[config.mk]
export PLATFORM = sky130hd
export DESIGN_NAME = lc4_div_seq
export DESIGN_NICKNAME = d
export VERILOG_FILES = /design/src/rtl/lc4_div_seq.sv
export SDC_FILE = /design/constraint.sdc
export NUM_CORES = 1
export LEC_CHECK = 0
export ABC_AREA = 1
export BUFFER_PORTS_ARGS = -buffer_cell sky130_fd_sc_hd__buf_2
export CORE_MARGIN = 4
export CORE_UTILIZATION = 50
export CTS_CLUSTER_DIAMETER = 60
export DETAILED_ROUTE_END_ITERATION = 8
export GPL_TIMING_DRIVEN = 1
export PLACE_DENSITY = 0.69
export SETUP_SLACK_MARGIN = 0.15
export SYNTH_ARGS = -nofsm -noshare
export SYNTH_HDL_FRONTEND = slang
export SYNTH_SLANG_ARGS = --single-unit
[constraint.sdc]
create_clock -name clk -period 4.6 [get_ports clk]
set_input_delay 0 -clock clk [delete_from_list [all_inputs] [get_ports clk]]
set_output_delay 0 -clock clk [all_outputs]
set_load 0.005 [all_outputs]
[src/rtl/lc4_div_seq.sv]
// lc4_div_seq: multi-cycle 16-bit unsigned divider (DIV/MOD) for the LC4 ALU.
// Restoring division with one quotient bit per cycle. A single cla16 is the
// only adder, and it forms rem - divisor as rem + ~divisor + 1.
//
// Ports
//   clk          clock, all state updates on posedge
//   rst          synchronous reset, active low
//   i_start      request, sampled only in IDLE
//   i_dividend   dividend, captured on an accepted start
//   i_divisor    divisor, captured on an accepted start
//   i_ready      consumer accepts the result when o_valid & i_ready
//   o_busy       high in CALC and DONE, so start is not accepted
//   o_valid      result valid, high only in DONE
//   o_quotient   quotient, 0 outside DONE
//   o_remainder  remainder, 0 outside DONE
//
// Build option
//   LC4_DIV_ZERO_FAST_EN: a zero divisor on an accepted start goes straight
//   from IDLE to DONE.

module cla16 (
    input  logic [15:0] a,
    input  logic [15:0] b,
    input  logic        cin,
    output logic [15:0] sum
);
    // Carry-in for each of four positions, given generate/propagate and a carry-in.
    function automatic logic [3:0] carries4(input logic [3:0] g, input logic [3:0] p,
                                            input logic ci);
        logic [3:0] c;
        c[0] = ci;
        for (int unsigned i = 1; i < 4; i++)
            c[i] = g[i-1] | (p[i-1] & c[i-1]);
        return c;
    endfunction

    logic [15:0] g, p, c;
    logic [3:0]  gg, gp, gc;

    always_comb begin
        g = a & b;
        p = a ^ b;
        for (int unsigned k = 0; k < 4; k++) begin
            gg[k] = g[4*k+3] | (p[4*k+3] & g[4*k+2]) |
                    (p[4*k+3] & p[4*k+2] & g[4*k+1]) |
                    (p[4*k+3] & p[4*k+2] & p[4*k+1] & g[4*k]);
            gp[k] = &p[4*k +: 4];
        end
        gc = carries4(gg, gp, cin);
        c  = '0;
        for (int unsigned k = 0; k < 4; k++)
            c[4*k +: 4] = carries4(g[4*k +: 4], p[4*k +: 4], gc[k]);
        sum = p ^ c;
    end
endmodule

module lc4_div_seq #(
    parameter logic [15:0] DIV0_Q = 16'h0000,
    parameter logic [15:0] DIV0_R = 16'h0000
) (
    input  logic        clk,
    input  logic        rst,
    input  logic        i_start,
    input  logic [15:0] i_dividend,
    input  logic [15:0] i_divisor,
    input  logic        i_ready,
    output logic        o_busy,
    output logic        o_valid,
    output logic [15:0] o_quotient,
    output logic [15:0] o_remainder
);
    typedef enum logic [1:0] {IDLE, CALC, DONE} state_t;

    state_t      state, state_next;
    logic [15:0] q, rem, d;
    logic [3:0]  count;
    logic [15:0] sh, diff, d_inv;
    logic        top, cout, ge;

    assign sh    = {rem[14:0], q[15]};
    assign top   = rem[15];
    assign d_inv = ~d;

    cla16 u_add (.a(sh), .b(d_inv), .cin(1'b1), .sum(diff));

    // Carry-out of the 16-bit subtract is rebuilt from the MSB slice.
    // A set carry means no borrow, so sh >= d. A set top bit means the
    // shifted 17-bit remainder already exceeds any 16-bit divisor.
    assign cout = (sh[15] & d_inv[15]) | ((sh[15] ^ d_inv[15]) & ~diff[15]);
    assign ge   = top | cout;

    assign o_busy = (state != IDLE);

    always_ff @(posedge clk) begin
        if (!rst) state <= IDLE;
        else      state <= state_next;
    end

    always_comb begin
        state_next = state;
        case (state)
            IDLE: if (i_start) begin
`ifdef LC4_DIV_ZERO_FAST_EN
                if (i_divisor == '0) state_next = DONE;
                else                 state_next = CALC;
`else
                state_next = CALC;
`endif
            end
            CALC: if (count == 4'd15) state_next = DONE;
            DONE: if (o_valid && i_ready) state_next = IDLE;
            default: state_next = IDLE;
        endcase
    end

    // Results are registered one cycle after DONE is entered. The output
    // registers are cleared on the accepting handshake, so they read 0
    // everywhere outside DONE.
    always_ff @(posedge clk) begin
        if (!rst) begin
            q           <= '0;
            rem         <= '0;
            d           <= '0;
            count       <= '0;
            o_valid     <= 1'b0;
            o_quotient  <= '0;
            o_remainder <= '0;
        end else begin
            case (state)
                IDLE: if (i_start) begin
                    q     <= i_dividend;
                    rem   <= '0;
                    d     <= i_divisor;
                    count <= '0;
                end
                CALC: begin
                    rem   <= ge ? diff : sh;
                    q     <= {q[14:0], ge};
                    count <= count + 4'd1;
                end
                DONE: begin
                    if (!o_valid) begin
                        o_valid     <= 1'b1;
                        o_quotient  <= (d == '0) ? DIV0_Q : q;
                        o_remainder <= (d == '0) ? DIV0_R : rem;
                    end else if (i_ready) begin
                        o_valid     <= 1'b0;
                        o_quotient  <= '0;
                        o_remainder <= '0;
                    end
                end
                default: ;
            endcase
        end
    end
endmodule

==> impl_metrics.yaml <==
run_status:
  status: "finished clean"
yosys:
  postSynthRegisterBits: 87
  yosysWarnings: 0
  mappedNetlistNets: 663
  post_synth_num_cell_types: 27
  post-synth-top-area-fraction_pct: 40.1
  synth.yosys.seq_area_share_pct: 40.1
  syn_avg_cell_area_um2: 7.22
  postSynthCellCount: 601
  yosys-top-cells-area: "dfxtp_1, nand2_1, a21oi_1"
  post_synth_instance_area_um2: 4340
  yosys.area.top_type: "dfxtp_1"
power:
  vdd.ir_drop.worst_mv: 0.168
  p_seq_share_pct: 44.4
  power.share.combinational_pct: 29.6
  power.leakage_nw: 2.23
  cell_internal_pwr_mw: 1.23
  pwr_density_cell_nw_per_um2: 374
  p_sw_share_pct: 36.1
  power.switching_uw: 698
  share_clk_of_total_power_pct: 25.9
timing:
  fin_setup_tns_ps: 0
  timing_max_transition_violations_final: 0
  relSlewSlack_pct: 20.7
  rsz_0062_raised_after_global_routing: "false"
  tightest_slew_ps: 1190
  max_freq_ghz: 0.255
  fin_crit_ps: 3920
  period_share_pct: 85.3
  finalWorstSetupSlack_ps: 677
  setup_viol: 0
  hold-worst-slack_ps: 161
  fin_worst_skew_ps: 12.5
  report.final.hold_viol_count: 0
global_route:
  globalRouteTotalUtil_pct: 21.1
  largest_net_degree_at_the_start_of_global_routing: 54
  antenna_violations_before_repair: 0
  number_of_global_route_vias_before_repair: 3831
  overall_overflow_remaining_after_global_route: 0
  grt_first_pass_wirelength_mm: 17.5
placement:
  post_dp_cell_area_um2: 4630
  dp_slack_ps: 723
  post-dp-hpwl_mm: 6.81
  place_congestion: 0.900
  buffer_ports.inserted: 69
final_layout:
  design_area_um2: 5160
  area.growth.synth_to_final_pct: 19.0
  num_antenna_cells: 0
  fin_nets: 747
  final_layout_size_suffix_gt1_share_pct: 14.6
clock_network:
  clock_sink_count: 87
  clock_tree.root_cell: "clkbuf_8"
  cts_setup_buffers: 0
  cts.reportedPaths.clkPinSlew_ps: 90
  clock_latency_late_sink_ps: 370
  numCtsBuffers: 9
  cts.path.max_buffers: 2
  cts_htree_levels: 3
  tritoncts: "yes"
floorplanning:
  design.portCount: 70
  placement_rows: 33
  chipHeight_um: 101
  die_area_um2: 10200
  core_area_um2: 8340
  starting_utilization_of_the_core_area_pct: 52.0
  die_width_um: 101
critical_path:
  critPathCaptureType: "flip-flop"
  cp.arrival_ps: 4130
  crit_path_top_delay_cell: "inv_2"
  worst_r2r_startpoint: "q[15]$_SDFFE_PN0P_"
  path_common_cell: "nand2_1"
  worst-r2r-cell-count: 19
  critPathLaunch: "q[15]$_SDFFE_PN0P_"
  start_kind: "flip-flop"
  worst_setup_path_type: "reg -> reg"
  worstPathCellList: "inv_1 -> ha_1 -> or2_2 -> nand2_1 -> nand2_1 -> nand2_1 -> nand2_1 -> nand2_1 -> nand2_1 -> fa_1 -> fa_1 -> fa_1 -> inv_1 -> fa_1 -> nand2_1 -> inv_2 -> nand2_1 -> o211ai_1 -> a21oi_1"
  crit_path_max_incr_delay_ps: 400
  worstPathMaxFanout: 26
  critPathRequiredTime_ps: 4810
hold_path:
  timing.hold.worst_path_depth: 3
  hold_path.class: "in -> reg"
  timing.hold.worst.start: "rst"
route:
  wl_per_cell_um: 13.1
  vias_per_cell: 5.04
  drt-pass1-iter-count: 5
  route.detailed.drc: 0
  dr.first_iter.drc_count: 233
  via_count: 4007
  drt_wl_total_mm: 10.4
  antenna_violating_nets_left: 0
job:
  max_cap_viol_count: 0
cells in the mapped netlist:
cell	count
o21ai_1	3
nand2_1	141
o21ai_0	53
buf_2	6
buf_4	3
nor2_1	87
nand2_4	1
nand3_1	9
a21oi_1	72
o211a_1	1
o211ai_1	11
nor2_4	2
inv_4	1
fa_1	12
ha_1	14
inv_2	6
o21ai_2	1
nand4_1	1
clkbuf_1	16
a21oi_2	1
dfxtp_1	87
nand2_2	1
nand3_4	1
buf_6	7
inv_1	62
a211oi_1	1
or2_2	1
metal layers:
layer | GRT usage [%] | part of all wire [%] | vias to the layer above
met5 | 0 | 0 | -
met4 | 7.87 | 1.6 | 0
met3 | 3.10 | 4.9 | 13
met2 | 33.7 | 45 | 85
met1 | 29.0 | 48 | 1840
li1 | - | - | 2069
power by group through the flow:
stage	Sequential, mW	Clock, mW	Combinational [mW]
floorplan	0.866	0	0.436
CTS	0.859	0.510	0.570
finish	0.859	0.501	0.573
global placement	0.874	0	0.528
detailed placement	0.876	0	0.545
global route	0.866	0.533	0.667
critical path: cells and delay by family (launching register included):
family | cells | cell delay [ps]
compound gates | 2 | 210
fa+ha+maj | 5 | 1600
buf+inv | 3 | 570
flops | 1 | 380
simple gates | 9 | 980
final timing paths:
path                                       to  slack [ps]
setup / recovery          rem[9]$_SDFFE_PN0P_         680
hold / removal             q[14]$_SDFFE_PN0P_         160
setup reg to reg          rem[9]$_SDFFE_PN0P_         680
hold reg to reg   o_quotient[13]$_SDFFE_PN0P_         460
sequential cells by signal (all words and copies together), names as in the netlist:
signal	cells
state	2
o_valid	1
q	16
rem	16
d	16
o_remainder	16
count	4
o_quotient	16
what timing repair did:
action                                 in CTS  in global routing
hold buffers                               35                  0
endpoints found under the hold margin      34                  0
gates resized for setup                     0                  0
logic make-up (layout without fill, tap and decap cells):
group / Yosys count / in the layout / synth area share, %
simple gates: 244 / 244 / 22.4
compound gates: 143 / 143 / 17.5
buf+inv: 101 / 190 / 10.4
flops: 87 / 87 / 40.1
fa+ha+maj: 26 / 26 / 9.57
stage by stage:
stage,utilization (%),total power [mW],cells
6_report,61.9,1.93,795
5_1_grt,61.9,2.07,795
4_1_cts,61.9,1.94,795
3_5_place_dp,55.5,1.42,744
3_3_place_gp,55.5,1.40,744
2_1_floorplan,-,1.30,601
cell usage in the layout (no fill, tap or decap), drive strengths merged:
cell type / n
clkinv: 1
a211oi: 1
clkbuf: 10
o211ai: 11
nand4: 1
ha: 14
or2: 1
o211a: 1
clkinvlp: 4
a21oi: 73
dlygate4sd3: 35
inv: 70
nor2: 89
dfxtp: 87
nand2: 143
nand3: 10
fa: 12
o21ai: 57
buf: 70
final cells by class:
cell class                      count  area, µm²
Clock buffer                       10        138
Clock inverter                      6       43.8
Fill cell                         791       3180
Inverter                           69        262
Multi-Input combinational cell    413       2140
Sequential cell                    87       1740
Tap cell                          105        131
Timing Repair Buffer              105        703
(Power assumes the default switching activity.)
